--- src/rtl/lfsr_sat_counter.sv ---
// Saturating up-counter with synchronous clear; clear wins over increment.
module lfsr_sat_counter #(
  parameter int CNT_W = 16
) (
  input  logic             clk,
  input  logic             rst_n,
  input  logic             inc,
  input  logic             clr,
  output logic [CNT_W-1:0] count
);

  always_ff @(posedge clk or negedge rst_n) begin
    if (!rst_n) begin
      count <= '0;
    end else if (clr) begin
      count <= '0;
    end else if (inc && (count != {CNT_W{1'b1}})) begin
      count <= count + 1'b1;
    end
  end

endmodule

--- config.mk ---
export PLATFORM = sky130hd
export DESIGN_NAME = lfsr_sat_counter
export DESIGN_NICKNAME = d
export VERILOG_FILES = /design/src/rtl/lfsr_sat_counter.sv
export SDC_FILE = /design/constraint.sdc
export NUM_CORES = 1
export LEC_CHECK = 0
export CORE_MARGIN = 5
export CORE_UTILIZATION = 56
export CTS_BUF_LIST = sky130_fd_sc_hd__clkbuf_4 sky130_fd_sc_hd__clkbuf_8
export DETAILED_ROUTE_END_ITERATION = 10
export HOLD_SLACK_MARGIN = 0.02
export PLACE_DENSITY = 0.87
export SLEW_MARGIN = 25
export SYNTH_ARGS = -nofsm -noshare
export SYNTH_HDL_FRONTEND = slang
export SYNTH_SLANG_ARGS = --single-unit
--- constraint.sdc ---
create_clock -name clk -period 4.2 [get_ports clk]
set_input_delay 0.63 -clock clk [delete_from_list [all_inputs] [get_ports clk]]
set_output_delay 0.63 -clock clk [all_outputs]
set_load 0.05 [all_outputs]
==> results of run 1 <==
worst min path at each step:
| stage | endpoint | cells after the start | from | slack, ns |
|---|---|---|---|---|
| final | count[1]$_DFFE_PN0P_ | 2 | count[1]$_DFFE_PN0P_ | 0.61 |
| after global routing | count[14]$_DFFE_PN0P_ | 2 | count[14]$_DFFE_PN0P_ | 0.64 |
| after CTS | count[1]$_DFFE_PN0P_ | 2 | count[1]$_DFFE_PN0P_ | 0.61 |
| after detailed placement | count[1]$_DFFE_PN0P_ | 2 | count[1]$_DFFE_PN0P_ | 0.60 |
| after global placement | count[14]$_DFFE_PN0P_ | 2 | count[14]$_DFFE_PN0P_ | 0.58 |
| after floorplan | count[0]$_DFFE_PN0P_ | 0 | rst_n | 0.33 |
stage by stage:
step                      hold slack [ns]  area, sq um  power (W)  utilization [%]
final                               0.610         1160   0.000289             74.6
after global routing                0.641         1160   0.000304             74.6
after CTS                           0.614         1160   0.000292             74.6
after detailed placement            0.599         1130   0.000184             72.2
after global placement              0.578         1130   0.000184             72.2
after floorplan                     0.334          942   0.000174                -
power groups by stage:
stage | clock [W] | combinational, W | sequential [W]
after floorplan | 0 | 0.00000869 | 0.000165
after global placement | 0 | 0.0000239 | 0.000160
after detailed placement | 0 | 0.0000239 | 0.000160
after CTS | 0.000111 | 0.0000242 | 0.000157
after global routing | 0.000120 | 0.0000264 | 0.000158
final | 0.000108 | 0.0000240 | 0.000157
metal layers:
metal	track usage, %	routed length [microns]	up-vias
li1	-	-	425
met1	25.5	1010	427
met2	31.1	1090	29
met3	4.07	127	5
met4	9.87	44	0
met5	0	0	-
final cells by class:
type	count	area, sq um
clock buffer	4	36.3
fill	120	397
inverter	3	11.3
multi-input combinational	74	504
sequential	16	400
tap	16	20.0
timing repair buffer	19	190
cells by family (layout without fill, tap and decap cells):
group | count (synthesis) | in the layout | share of synthesized area (%)
simple gates | 45 | 45 | 31.2
compound gates | 24 | 24 | 16.2
flops | 16 | 16 | 42.5
buf+inv | 8 | 26 | 3.98
mux | 4 | 4 | 4.78
fa+ha+maj | 1 | 1 | 1.33
cells in the final DEF, fill, tap and decap left out:
| cell type | synthesis | routed |
|---|---|---|
| clkdlybuf4s50_1 | 0 | 19 |
| dfrtp_1 | 16 | 16 |
| a21oi_1 | 11 | 11 |
| o31ai_1 | 7 | 7 |
| nand4_1 | 6 | 6 |
| nand2_1 | 6 | 6 |
| or4_1 | 5 | 5 |
| nor2b_1 | 4 | 4 |
| nor2_1 | 4 | 4 |
| nor4_1 | 4 | 4 |
| mux2_1 | 4 | 4 |
| inv_1 | 3 | 3 |
| nand3_1 | 3 | 3 |
| o21ai_1 | 3 | 3 |
| clkbuf_4 | 0 | 3 |
| or4_2 | 2 | 2 |
| or3_1 | 2 | 2 |
| and4_2 | 2 | 2 |
| and3_1 | 2 | 2 |
| nand4_2 | 1 | 1 |
| nor4_4 | 1 | 1 |
| nand3b_1 | 1 | 1 |
| o211ai_2 | 1 | 1 |
| o21ai_0 | 1 | 1 |
| or3_2 | 1 | 1 |
| nor3_1 | 1 | 1 |
| a211oi_2 | 1 | 1 |
| ha_1 | 1 | 1 |
| clkbuf_8 | 0 | 1 |
==> results.py, run 1 <==
metrics = {
    "cts": {
        "cts-root-buf": "clkbuf_4",
        "cts.path.max_buffers": 2,
        "ctsHoldBuffers": 0,
        "cts_buffers": 3,
        "post-cts-setup-buffers": 0,
        "clk_pin_slew_ns": 0.10,
        "h-tree-depth": 1,
        "clock-sinks": 16,
        "cts_resized": 0,
        "cts_tree": "built",
        "clock_latency_ns": 0.30,
    },
    "finish": {
        "largest_reg_flops": 16,
        "largest_register": "count",
        "instances_no_fill": 132,
        "reg_top3": "count: 16 flops",
        "layout-drive-gt1-share_pct": 11.2,
        "nNetsFinal": 122,
        "syn_to_final_growth_pct": 23.4,
        "diodes": 0,
    },
    "logic_synthesis": {
        "ys_top_cells_by_count": "dfrtp_1 (16), a21oi_1 (11), o31ai_1 (7)",
        "synth_flop_cell": "dfrtp_1",
        "synth_edf_count": 0,
        "yosysTopAreaCell": "dfrtp_1",
        "synthTopCellsByArea": "dfrtp_1 (42%), a21oi_1 (5.8%), o31ai_1 (5.6%)",
        "yosysUniqueCellTypes": 28,
        "synth_top_area_share_pct": 42.5,
        "postSynth.asyncResetShare_pct": 100,
        "syn_avg_cell_area_sq_um": 9.61,
        "synth_cells": 98,
        "synth-seq-cells": 16,
        "yosysMostFrequentCell": "dfrtp_1",
        "synth_nets": 103,
        "yosysWarnings": 0,
        "ys_seq_area_share_pct": 42.5,
        "netlist_area_sq_um": 942,
    },
    "pwr": {
        "peakVddDrop_v": 0.000169,
        "power_frac_seq_pct": 54.3,
        "clkPwrFrac_pct": 37.4,
        "power.density_mw_per_mm2": 249,
        "power_leakage_nw": 0.459,
        "cell_internal_pwr_w": 0.000216,
        "switching_share_pct": 25.5,
        "p_sw_w": 0.0000739,
        "pwr-share-comb_pct": 8.3,
    },
    "sta": {
        "skew_ns": 0.00881,
        "fin_crit_sh_pct": 54.2,
        "fin_ws_ns": 1.92,
        "period_minus_slack_ns": 2.28,
        "rsz0062_at_grt": "no",
        "hold_violations": 0,
        "setup_violations": 0,
        "worst_pin_slew_ns": 0.856,
        "slew_headroom_pct": 42.5,
        "setup_tns_ns": 0,
        "max_freq_mhz": 439,
        "finalMaxSlewViolations": 0,
    },
    "critical_path": {
        "path_buf_inv": 1,
        "cp_slowest_cell": "clkdlybuf4s50_1",
        "rrSetupSlack_ns": 1.95,
        "cp-end-kind": "primary output",
        "crit_path_max_incr_delay_ns": 0.86,
        "crit_path_start_kind": "flip-flop",
        "worstPathMaxFanout": 8,
        "worstSetupEndpoint": "count[7]",
        "crit_type": "reg -> out",
        "worst-r2r-cell-count": 5,
        "cp.depth": 1,
        "crit_arrival_ns": 1.65,
        "required_ns": 3.57,
        "crit_start": "count[7]$_DFFE_PN0P_",
        "timing.rr.end": "count[11]$_DFFE_PN0P_",
        "path_delay_family": "buffers and inverters",
        "r2r_start": "count[0]$_DFFE_PN0P_",
        "path_cells": "clkdlybuf4s50_1",
    },
    "drt": {
        "drt_wl_total_microns": 2280,
        "vias_per_cell": 6.71,
        "drt_iter0_markers": 27,
        "post_drt_wl_per_cell_microns": 17.3,
        "drc": 0,
        "routed-via-count": 886,
        "first_pass_iters": 4,
        "ant_nets": 0,
    },
    "floorplanning": {
        "dieArea_sq_mm": 0.00260,
        "row_count": 14,
        "initial_core_util_pct": 60.4,
        "die_w_microns": 51.0,
        "die_h_microns": 51.0,
        "ios": 20,
        "core_sq_mm": 0.00156,
    },
    "global_routing": {
        "antenna_found_initial": 0,
        "grt_pass1_vias": 834,
        "grt_max_degree": 23,
        "grt_pass1_wl_microns": 3860,
        "gr-total-overflow": 0,
        "grt_usage_pct": 19.7,
    },
    "placement": {
        "gp_congestion": 0.819,
        "dp.cells": 128,
        "io_buffer_count": 19,
        "dp_worst_setup_slack_ns": 1.84,
        "dp_hpwl_microns": 1570,
    },
    "run": {
        "cap_violations": 0,
    },
    "hold_path": {
        "hold_path_class": "reg -> reg",
    },
    "run_status": {
        "status": "complete, no violations",
    },
}
(Power assumes the default switching activity.)
==> inputs of run 2 (changes only) <==
- CORE_UTILIZATION: 56 -> 52
- PLACE_DENSITY: 0.87 -> 0.81
- clock period: 4.2 -> 2.25 ns (I/O delays scaled with it)
==> run 2 against run 1 <==
  * Design area up 2.9%
  * Register-to-register slack got worse by 1.8 ns
  * Wire length grew 3.7%
  * Critical endpoint is now count[15]$_DFFE_PN0P_
  * Die area up 6.2%
  * Highest routed layer unchanged
  * First-iteration DRC count fell by 7.4%
  * Sequential power rose by 87%
  * Final cell count grew 9.1%
  * Sequential cell count is the same
  * Worst setup slack worse by 1.7 ns
  * Via count up 1.5%
==> results.py, run 2 (synthesis gave the netlist of run 1 again) <==
metrics = {
    "floorplanning": {
        "dieArea_sq_mm": 0.00276,
        "core_sq_mm": 0.00173,
        "ios": 20,
        "initial_core_util_pct": 54.6,
        "row_count": 15,
        "die_h_microns": 52.6,
        "die_w_microns": 52.6,
    },
    "drt": {
        "drc": 0,
        "drt_iter0_markers": 25,
        "routed-via-count": 899,
        "post_drt_wl_per_cell_microns": 16.4,
        "first_pass_iters": 4,
        "vias_per_cell": 6.24,
        "ant_nets": 0,
        "drt_wl_total_microns": 2360,
    },
    "global_routing": {
        "antenna_found_initial": 0,
        "grt_pass1_vias": 900,
        "gr-total-overflow": 0,
        "grt_max_degree": 18,
        "grt_pass1_wl_microns": 4080,
        "grt_usage_pct": 20.6,
    },
    "sta": {
        "rsz0062_at_grt": "no",
        "skew_ns": 0.00577,
        "max_freq_mhz": 484,
        "period_minus_slack_ns": 2.07,
        "fin_crit_sh_pct": 91.9,
        "setup_tns_ns": 0,
        "slew_headroom_pct": 51.1,
        "setup_violations": 0,
        "finalMaxSlewViolations": 0,
        "hold_violations": 0,
        "worst_pin_slew_ns": 0.731,
    },
    "cts": {
        "cts.path.max_buffers": 2,
        "cts-root-buf": "clkbuf_4",
        "clk_pin_slew_ns": 0.10,
        "clock-sinks": 16,
        "cts_buffers": 3,
        "clock_latency_ns": 0.29,
        "cts_tree": "built",
        "ctsHoldBuffers": 0,
        "h-tree-depth": 1,
        "cts_resized": 0,
        "post-cts-setup-buffers": 0,
    },
    "critical_path": {
        "required_ns": 2.43,
        "crit_type": "reg -> reg",
        "crit_path_start_kind": "flip-flop",
        "worstPathMaxFanout": 10,
        "cp-end-kind": "flip-flop",
        "crit_arrival_ns": 2.25,
        "worst-r2r-cell-count": 5,
    },
    "finish": {
        "diodes": 0,
        "nNetsFinal": 125,
        "instances_no_fill": 144,
        "largest_register": "count",
        "largest_reg_flops": 16,
        "multi_input_area_sq_um": 504,
        "final_common_cell": "clkdlybuf4s50_1",
        "layout-drive-gt1-share_pct": 13.4,
        "reg_top3": "count: 16 flops",
        "syn_to_final_growth_pct": 27.0,
        "fillers": 156,
        "seqCellArea_sq_um": 400,
        "final_cell_mix": "clkdlybuf4s50_1 (19), dfrtp_1 (16), a21oi_1 (11), o31ai_1 (7)",
    },
    "hold_path": {
        "hold_path_class": "in -> async",
    },
    "run": {
        "cap_violations": 0,
    },
    "pwr": {
        "power_leakage_nw": 0.474,
        "peakVddDrop_v": 0.000405,
        "power.density_mw_per_mm2": 447,
    },
    "placement": {
        "gp_congestion": 0.842,
        "dp.cells": 140,
        "dp_hpwl_microns": 1690,
        "io_buffer_count": 19,
    },
    "run_status": {
        "status": "complete, no violations",
    },
}
-- run 2: final timing paths --
kind	slack, ns	start	end
max	0.18	count[0]$_DFFE_PN0P_	count[15]$_DFFE_PN0P_
min	0.47	rst_n	count[4]$_DFFE_PN0P_
max reg2reg	0.18	count[0]$_DFFE_PN0P_	count[15]$_DFFE_PN0P_
min reg2reg	0.61	count[6]$_DFFE_PN0P_	count[6]$_DFFE_PN0P_
max in group asynchronous	1.32	rst_n	count[9]$_DFFE_PN0P_
min in group clk	0.61	count[6]$_DFFE_PN0P_	count[6]$_DFFE_PN0P_
-- run 2: routing by layer --
layer | track usage (%) | vias up | part of all wire [%]
met5 | 0 | - | 0
met4 | 12.8 | 0 | 2.3
met3 | 3.42 | 4 | 4.6
met2 | 34.9 | 21 | 51
met1 | 23.8 | 448 | 42
li1 | - | 426 | -
-- run 2: layout make-up --
cell class | count | area share, %
Multi-Input combinational cell | 74 | 42.2
Sequential cell | 16 | 33.5
Timing Repair Buffer | 22 | 17.8
Clock buffer | 4 | 3.03
Tap cell | 25 | 2.62
Inverter | 3 | 0.941
-- run 2: critical path, stage by stage (launching register included) --
cell     delay [ns]
dfrtp_1        0.46
ha_1           0.28
nand4_2        0.15
nor4_4         0.58
nor4_1         0.15
mux2_1         0.33
-- run 2: through the flow --
stage                     util (%)  worst slack (ns)  cell area (sq um)  hold WS [ns]  total power, W
final                         69.3             0.182               1200         0.470        0.000535
after global routing          69.3            0.0740               1200         0.503        0.000568
after CTS                     69.3             0.207               1200         0.490        0.000543
after detailed placement      67.2             0.183               1160         0.601        0.000348
after global placement        67.2             0.256               1160         0.575        0.000346
after floorplan                  -             0.134                942        0.0419        0.000324
-- run 2: report_power, final --
part / internal [W] / switching, W / leakage, nW
clock network: 0.0000987 / 0.0000935 / 0.0210
registers: 0.000290 / 0.00000396 / 0.222
logic: 0.0000158 / 0.0000329 / 0.230
==> inputs of run 3 (changes only) <==
- CORE_UTILIZATION: 52 -> 47
- PLACE_DENSITY: 0.81 -> 0.78
- clock period: 2.25 -> 1.7 ns (I/O delays scaled with it)
==> run 3 against run 2 <==
  * The flow now finishes with violations (setup timing)
  * Clock skew down 0.0012 ns
  * Combinational power up 110%
  * Design area up 33%
  * Non-clock buffer count up 32
  * Worst setup slack worse by 0.26 ns
==> results.py, run 3 (synthesis gave the netlist of run 1 again) <==
metrics = {
    "run_status": {
        "status": "complete, but fails checks",
        "violations": "setup timing",
    },
    "critical_path": {
        "crit_type": "reg -> reg",
        "r2r_start": "count[9]$_DFFE_PN0P_",
        "required_ns": 1.91,
        "cp_slowest_cell": "or4_1",
        "crit_arrival_ns": 1.98,
        "cp-end-kind": "flip-flop",
        "crit_start": "count[9]$_DFFE_PN0P_",
        "path_cells": "buf_4 > and3_1 > nand4_1 > or4_1 > a21oi_2",
        "worstPathMaxFanout": 5,
        "crit_path_max_incr_delay_ns": 0.56,
        "crit_path_start_kind": "flip-flop",
    },
    "finish": {
        "diodes": 0,
        "largest_register": "count",
        "layout-drive-gt1-share_pct": 68.0,
        "final_cell_mix": "buf_4 (46), dfrtp_2 (16), a21oi_2 (7), nand4_1 (6), nand2_1 (6)",
        "instances_no_fill": 177,
        "fillers": 115,
        "reg_top3": "count: 16 flops",
        "largest_reg_flops": 16,
        "final_common_cell": "buf_4",
        "nNetsFinal": 157,
        "syn_to_final_growth_pct": 69.1,
    },
    "sta": {
        "fin_hold_ws_ns": 0.278,
        "fin_ws_ns": -0.0734,
        "finalMaxSlewViolations": 0,
        "period_minus_slack_ns": 1.77,
        "max_freq_mhz": 564,
        "setup_violations": 5,
        "setup_tns_ns": -0.182,
        "fin_crit_sh_pct": 104,
        "hold_violations": 0,
        "rsz0062_at_grt": "yes",
        "skew_ns": 0.00453,
        "slew_headroom_pct": 67.2,
        "worst_pin_slew_ns": 0.491,
    },
    "pwr": {
        "power.density_mw_per_mm2": 438,
        "power_w": 0.000698,
        "power_leakage_nw": 0.651,
        "peakVddDrop_v": 0.000530,
    },
    "cts": {
        "cts.path.max_buffers": 2,
        "clock_latency_ns": 0.29,
        "clk_pin_slew_ns": 0.10,
        "h-tree-depth": 1,
        "clock-sinks": 16,
        "cts_buffers": 3,
        "cts-root-buf": "clkbuf_4",
        "ctsHoldBuffers": 0,
        "cts_tree": "built",
    },
    "drt": {
        "vias_per_cell": 6.41,
        "routed-via-count": 1134,
        "drt_iter0_markers": 64,
        "post_drt_wl_per_cell_microns": 20.2,
        "drc": 0,
        "first_pass_iters": 4,
        "ant_nets": 0,
        "drt_wl_total_microns": 3580,
    },
    "floorplanning": {
        "die_w_microns": 54.8,
        "initial_core_util_pct": 48.5,
        "ios": 20,
        "dieArea_sq_mm": 0.00300,
        "row_count": 16,
        "core_sq_mm": 0.00194,
        "die_h_microns": 54.8,
    },
    "placement": {
        "gp_congestion": 0.926,
        "dp_hpwl_microns": 2170,
        "dp_worst_setup_slack_ns": -0.222,
        "dp.cells": 168,
        "io_buffer_count": 19,
    },
    "global_routing": {
        "grt_pass1_vias": 1115,
        "antenna_found_initial": 0,
        "grt_usage_pct": 25.5,
        "grt_max_degree": 17,
        "grt_pass1_wl_microns": 5240,
        "gr-total-overflow": 0,
    },
    "hold_path": {
        "hold_path_class": "in -> async",
    },
    "run": {
        "cap_violations": 0,
    },
}
[run 3: power breakdown]
part / switching, W / internal (W)
clock: 0.000124 / 0.0000824
sequential: 0.00000619 / 0.000384
combinational: 0.0000590 / 0.0000423
total: 0.000189 / 0.000509
[run 3: cell type report]
class | instances | area (sq um) | share of cell area [%]
Multi-Input combinational cell | 74 | 664 | 41.7
Timing Repair Buffer | 54 | 440 | 27.7
Sequential cell | 16 | 420 | 26.4
Tap cell | 27 | 33.8 | 2.12
Clock buffer | 3 | 22.5 | 1.41
Inverter | 3 | 11.3 | 0.707
[run 3: worst paths after layout]
| kind | slack [ns] | depth (start not counted) | endpoint |
|---|---|---|---|
| min | 0.28 | 2 | count[6]$_DFFE_PN0P_ |
| min reg2reg | 0.67 | 2 | count[4]$_DFFE_PN0P_ |
| max reg2reg | -0.07 | 5 | count[14]$_DFFE_PN0P_ |
| max in group asynchronous | 1.22 | 2 | count[13]$_DFFE_PN0P_ |
| min in group clk | 0.67 | 2 | count[4]$_DFFE_PN0P_ |
| max | -0.07 | 5 | count[14]$_DFFE_PN0P_ |
[run 3: what timing repair did]
| item | CTS | global route |
|---|---|---|
| setup endpoints to repair | 7 | 14 |
| buffers inserted | 5 | 2 |
| gates resized for setup | 11 | 20 |
| pin swaps | 10 | 5 |
[run 3: worst max-delay path: cells and delay by family (launching register included)]
kind	cells	cell delay [ns]
flops	1	0.38
compound gates	1	0.15
buf+inv	1	0.13
simple gates	3	1.03
[run 3: layer usage]
metal | vias to the layer above | GRT usage [%] | routed length [microns]
met1 | 541 | 28.4 | 1370
met2 | 78 | 43.5 | 1720
li1 | 487 | - | -
met5 | - | 2.08 | 0
met4 | 0 | 17.4 | 219
met3 | 28 | 4.09 | 261
[run 3: per-stage QoR]
step | util, % | area [sq um]
after floorplan | - | 990
after global placement | 70.9 | 1380
after detailed placement | 70.9 | 1380
after CTS | 76.6 | 1490
after global routing | 82.0 | 1590
final | 82.0 | 1590
